**src/rtl/adder_share_arbiter.sv**
```systemverilog
// Round-robin arbiter that time-shares one external ripple-carry adder among NUM_REQ clients.
// Operands are held for SETTLE_CYCLES cycles before the adder output is registered and returned.
module adder_share_arbiter #(
  parameter int NUM_REQ       = 4,
  parameter int WIDTH         = 64,
  parameter int SETTLE_CYCLES = 2
) (
  input  logic                       clk,
  input  logic                       reset_n,
  input  logic [NUM_REQ-1:0]         req_valid,
  output logic [NUM_REQ-1:0]         req_ready,
  input  logic [NUM_REQ*WIDTH-1:0]   req_a,
  input  logic [NUM_REQ*WIDTH-1:0]   req_b,
  output logic [WIDTH-1:0]           add_in1,
  output logic [WIDTH-1:0]           add_in2,
  input  logic [WIDTH-1:0]           add_out,
  output logic                       rsp_valid,
  input  logic                       rsp_ready,
  output logic [$clog2(NUM_REQ)-1:0] rsp_id,
  output logic [WIDTH-1:0]           rsp_sum
);

  localparam int IDW = $clog2(NUM_REQ);
  localparam int CW  = (SETTLE_CYCLES > 1) ? $clog2(SETTLE_CYCLES) : 1;

  localparam logic [1:0] IDLE   = 2'd0;
  localparam logic [1:0] SETTLE = 2'd1;
  localparam logic [1:0] RESP   = 2'd2;

  logic [1:0]       state_reg;
  logic [IDW-1:0]   last_reg;
  logic [IDW-1:0]   id_reg;
  logic [CW-1:0]    count_reg;
  logic [WIDTH-1:0] opa_reg;
  logic [WIDTH-1:0] opb_reg;
  logic             rsp_valid_reg;
  logic [IDW-1:0]   rsp_id_reg;
  logic [WIDTH-1:0] rsp_sum_reg;

  logic [WIDTH-1:0] slot_a [NUM_REQ];
  logic [WIDTH-1:0] slot_b [NUM_REQ];
  logic             any_valid;
  logic [IDW-1:0]   winner;
  logic [IDW-1:0]   cand;

  generate
    for (genvar gi = 0; gi < NUM_REQ; gi++) begin : g_slot
      assign slot_a[gi] = req_a[gi*WIDTH +: WIDTH];
      assign slot_b[gi] = req_b[gi*WIDTH +: WIDTH];
    end
  endgenerate

  // Walk from the farthest slot back to last+1 so the nearest valid one wins.
  always_comb begin
    any_valid = 1'b0;
    winner    = '0;
    cand      = '0;
    for (int k = NUM_REQ; k >= 1; k--) begin
      cand = IDW'((int'(last_reg) + k) % NUM_REQ);
      if (req_valid[cand]) begin
        any_valid = 1'b1;
        winner    = cand;
      end
    end
  end

  always_comb begin
    req_ready = '0;
    if (state_reg == IDLE && any_valid) begin
      req_ready[winner] = 1'b1;
    end
  end

  always_ff @(posedge clk or negedge reset_n) begin
    if (!reset_n) begin
      state_reg     <= IDLE;
      last_reg      <= IDW'(NUM_REQ - 1);
      id_reg        <= '0;
      count_reg     <= '0;
      opa_reg       <= '0;
      opb_reg       <= '0;
      rsp_valid_reg <= 1'b0;
      rsp_id_reg    <= '0;
      rsp_sum_reg   <= '0;
    end else begin
      case (state_reg)
        IDLE: begin
          if (any_valid) begin
            opa_reg   <= slot_a[winner];
            opb_reg   <= slot_b[winner];
            last_reg  <= winner;
            id_reg    <= winner;
            count_reg <= '0;
            state_reg <= SETTLE;
          end
        end
        SETTLE: begin
          count_reg <= count_reg + CW'(1);
          if (count_reg == CW'(SETTLE_CYCLES - 1)) begin
            rsp_sum_reg   <= add_out;
            rsp_id_reg    <= id_reg;
            rsp_valid_reg <= 1'b1;
            state_reg     <= RESP;
          end
        end
        RESP: begin
          if (rsp_ready) begin
            rsp_valid_reg <= 1'b0;
            state_reg     <= IDLE;
          end
        end
        default: state_reg <= IDLE;
      endcase
    end
  end

  // Operand regs are only loaded on accept, so the adder stays quiet otherwise.
  assign add_in1   = opa_reg;
  assign add_in2   = opb_reg;
  assign rsp_valid = rsp_valid_reg;
  assign rsp_id    = rsp_id_reg;
  assign rsp_sum   = rsp_sum_reg;

endmodule

```
**config.mk**
```make
export PLATFORM = sky130hd
export DESIGN_NAME = adder_share_arbiter
export DESIGN_NICKNAME = d
export VERILOG_FILES = /design/src/rtl/adder_share_arbiter.sv
export SDC_FILE = /design/constraint.sdc
export NUM_CORES = 1
export LEC_CHECK = 0
export BUFFER_PORTS_ARGS = -buffer_cell sky130_fd_sc_hd__buf_2
export CORE_AREA = 2 2 303 305
export CTS_BUF_LIST = sky130_fd_sc_hd__clkbuf_8
export DETAILED_ROUTE_END_ITERATION = 8
export DIE_AREA = 0 0 305 307
export PLACE_DENSITY = 0.45
export SLEW_MARGIN = 20
export SYNTH_ARGS = -nofsm -noshare
export SYNTH_HDL_FRONTEND = slang
export SYNTH_SLANG_ARGS = --single-unit
```
**constraint.sdc**
```tcl
create_clock -name clk -period 3 [get_ports clk]
set_clock_uncertainty 0.05 [all_clocks]
set_input_delay 0.45 -clock clk [delete_from_list [all_inputs] [get_ports clk]]
set_output_delay 0.45 -clock clk [all_outputs]
set_load 0.03 [all_outputs]
```
==> results.py <==
metrics = {
    "run_status": {
        "outcome": "finished, final reports clean",
    },
    "placed_design": {
        "place_area_mm2": 0.0176,
        "dp_hpwl_mm": 43.7,
        "routabilityCongestion": 0.837,
        "numPortBuffers": 781,
    },
    "worst_hold_path": {
        "hp-class": "in -> reg",
        "hold_depth": 2,
    },
    "final_layout": {
        "syn_to_final_growth_pct": 54.6,
        "final_nets": 2479,
        "seq_area_mm2": 0.00506,
        "utilization_pct": 21.1,
        "drive_gt1_share_pct": 55.4,
        "fillers": 10000,
        "multi_input_area_mm2": 0.00654,
        "design_area_mm2": 0.0192,
    },
    "setup_path": {
        "cp.depth": 5,
        "rr_worst_depth": 9,
        "startpoint": "last_reg[1]",
        "crit_slowest_cell": "dfstp_2",
        "crit_fanout": 7,
        "crit_family": "flip-flops",
        "reg2reg_slack_ns": 0.25,
        "critPathRequiredTime_ns": 2.50,
        "cpPeakStageDelay_ns": 0.61,
        "crit_end": "req_ready[2]",
        "startpoint_type": "flop",
        "critical_path_class": "reg -> out",
        "r2r_start": "last_reg[1]",
        "endpoint_kind": "output pin",
        "arrival_ns": 2.28,
        "crit_buf_inv": 1,
        "crit_chain": "mux2i_2 -> o22ai_2 -> a21o_2 -> nor2_1 -> buf_2",
        "reg2reg_to": "add_in1[31]",
    },
    "clock_tree": {
        "clk_latency_ns": 0.61,
        "cts_buffers": 43,
        "clk_pin_slew_worst_paths_ns": 0.06,
        "cts_root_buf": "clkbuf_8",
        "cts_tree": "built",
        "clockBufferDepth": 3,
        "h-tree-depth": 2,
        "cts_sinks": 202,
    },
    "sta": {
        "fmax_mhz": 360,
        "hold_violations": 0,
        "fin_setup_tns_ns": 0,
        "fin_crit_sh_pct": 92.6,
        "slew_viol_final": 0,
        "relSlewSlack_pct": 48.9,
        "rsz0062_at_grt": "no",
        "worst_pin_slew_ns": 0.745,
        "finalSetupViolations": 0,
        "fin_crit_ns": 2.78,
    },
    "synthesis": {
        "yosysTopAreaCellShare_pct": 40.4,
        "synthCells": 1074,
        "yosys_warnings": 0,
        "ys_seq_area_share_pct": 40.8,
        "synth_top_cell_by_area": "dfrtp_1",
        "syn_nets": 1657,
        "synthDistinctLibCells": 34,
        "syn_avg_cell_area_um2": 11.5,
        "synth_area_leaders": "dfrtp_1, mux2i_1, a221o_1",
        "ys_ff_latch": 202,
        "syn_area_mm2": 0.0124,
    },
    "pwr": {
        "ir_drop_mv": 0.504,
        "p_per_area_mw_per_mm2": 1050,
        "leakage_nw": 9.24,
    },
    "route": {
        "drt-wirelength-per-cell_um": 18.7,
        "drt-vias-per-instance": 4.01,
        "wl_mm": 58.2,
        "ant_nets": 0,
        "drc_errors": 0,
        "vias": 12500,
        "drt-initial-drc-count": 719,
        "dr.pass1.iters": 5,
    },
    "grt": {
        "grt_max_degree": 93,
        "grt_pass1_wl_mm": 83.4,
        "grt_pass1_vias": 12900,
        "track_usage_pct": 11.8,
        "antenna_found_initial": 8,
        "overflow": 0,
    },
    "floorplan": {
        "dieArea_mm2": 0.0936,
        "die_x_um": 305,
        "core_mm2": 0.0907,
        "rows": 111,
        "die_h_um": 307,
        "io_pins": 782,
        "initial_utilization_pct": 13.7,
    },
    "run": {
        "maxCapViolCount": 0,
    },
}
[area by class of cell]
type	count	area share [%]
diodes	4	0.0522
clock buffers	53	3.80
clock inverters	21	0.796
inverters	2	0.0392
multi-input cells	749	34.1
flip-flops and latches	202	26.4
well taps	1186	7.74
repair buffers	898	27.1
[metrics by stage]
step                      worst slack [ns]  cells  power [mW]  hold slack [ns]
after floorplan                      0.561   1074        13.4            0.104
after global placement               0.337   2969        17.0            0.424
after detailed placement             0.354   2969        17.0            0.423
after CTS                          0.00958   3109        20.5          0.00213
after global routing               0.00362   3114        21.5           0.0245
final                                0.223   3115        20.2           0.0700
[cell usage in the layout (no fill, tap or decap), types with 2 or more instances in the layout]
| cell type | instances |
|---|---|
| buf_2 | 779 |
| nand3_1 | 256 |
| dfrtp_1 | 200 |
| mux2i_1 | 128 |
| a221o_1 | 128 |
| mux2_2 | 99 |
| dlygate4sd3_1 | 62 |
| mux2_4 | 55 |
| clkbuf_8 | 53 |
| mux2_1 | 40 |
| buf_4 | 37 |
| buf_12 | 19 |
| inv_1 | 15 |
| nor2_1 | 10 |
| nand2_1 | 6 |
| a21oi_1 | 5 |
| diode_2 | 4 |
| nor2b_1 | 3 |
| clkinv_2 | 3 |
| nand2_4 | 2 |
| inv_6 | 2 |
| bufinv_16 | 2 |
| dfstp_2 | 2 |
[power by group]
group | switching (mW) | internal, mW
logic | 7.43 | 4.66
clock network | 1.42 | 1.77
registers | 0.778 | 4.15
total | 9.63 | 10.6
[cells in the mapped netlist (all sizes together)]
cell type	number
nand2	8
and2	1
mux2	194
or2	1
a22o	1
buf	78
o21bai	1
and3b	1
a221o	128
a21o	1
dfrtp	200
o22ai	1
nand3	256
clkbuf	43
nor2b	3
o21ai	2
o31ai	1
inv	2
nor3	1
dfstp	2
a21oi	6
or4	1
nand2b	2
mux2i	129
nor2	10
or2b	1
[worst min-delay path by stage]
stage	start	to
after detailed placement	id_reg[1]	id_reg[1]
after global routing	add_out[5]	rsp_sum[5]
final	add_out[5]	rsp_sum[5]
after CTS	add_out[31]	rsp_sum[31]
after floorplan	reset_n	add_in1[0]
after global placement	id_reg[1]	id_reg[1]
[worst reg2reg max path, cell delays in order (launching register included)]
cell and delay, ns:
dfstp_2 0.61, mux2i_2 0.23, o22ai_2 0.13, a21oi_4 0.19, buf_4 0.15, buf_12 0.10, buf_4 0.19, buf_4 0.25
mux2_1 0.41, a221o_1 0.34
[logic make-up after synthesis]
group / count (synthesis) / synth area share (%)
muxes: 323 / 29.7
and+or+nand+nor: 285 / 11.6
DFF: 202 / 40.8
buffers and inverters: 123 / 6.69
AOI/OAI and AO/OA: 141 / 11.3
[timing repair]
action / CTS / global route
pin swaps: 1 / 0
endpoints found under the hold margin: 117 / 0
hold buffers: 62 / 0
endpoints found under the setup margin: 4 / 3
gates resized for setup: 1 / 2
setup buffers: 4 / 2
[layer usage]
metal,GRT usage (%),vias up,wire (um)
met2,20.5,541,28700
met1,13.2,6028,22800
met4,5.95,8,2750
met5,0,-,56
li1,-,5801,-
met3,2.98,122,3840
No activity file was read; power rests on OpenSTA's default activity.
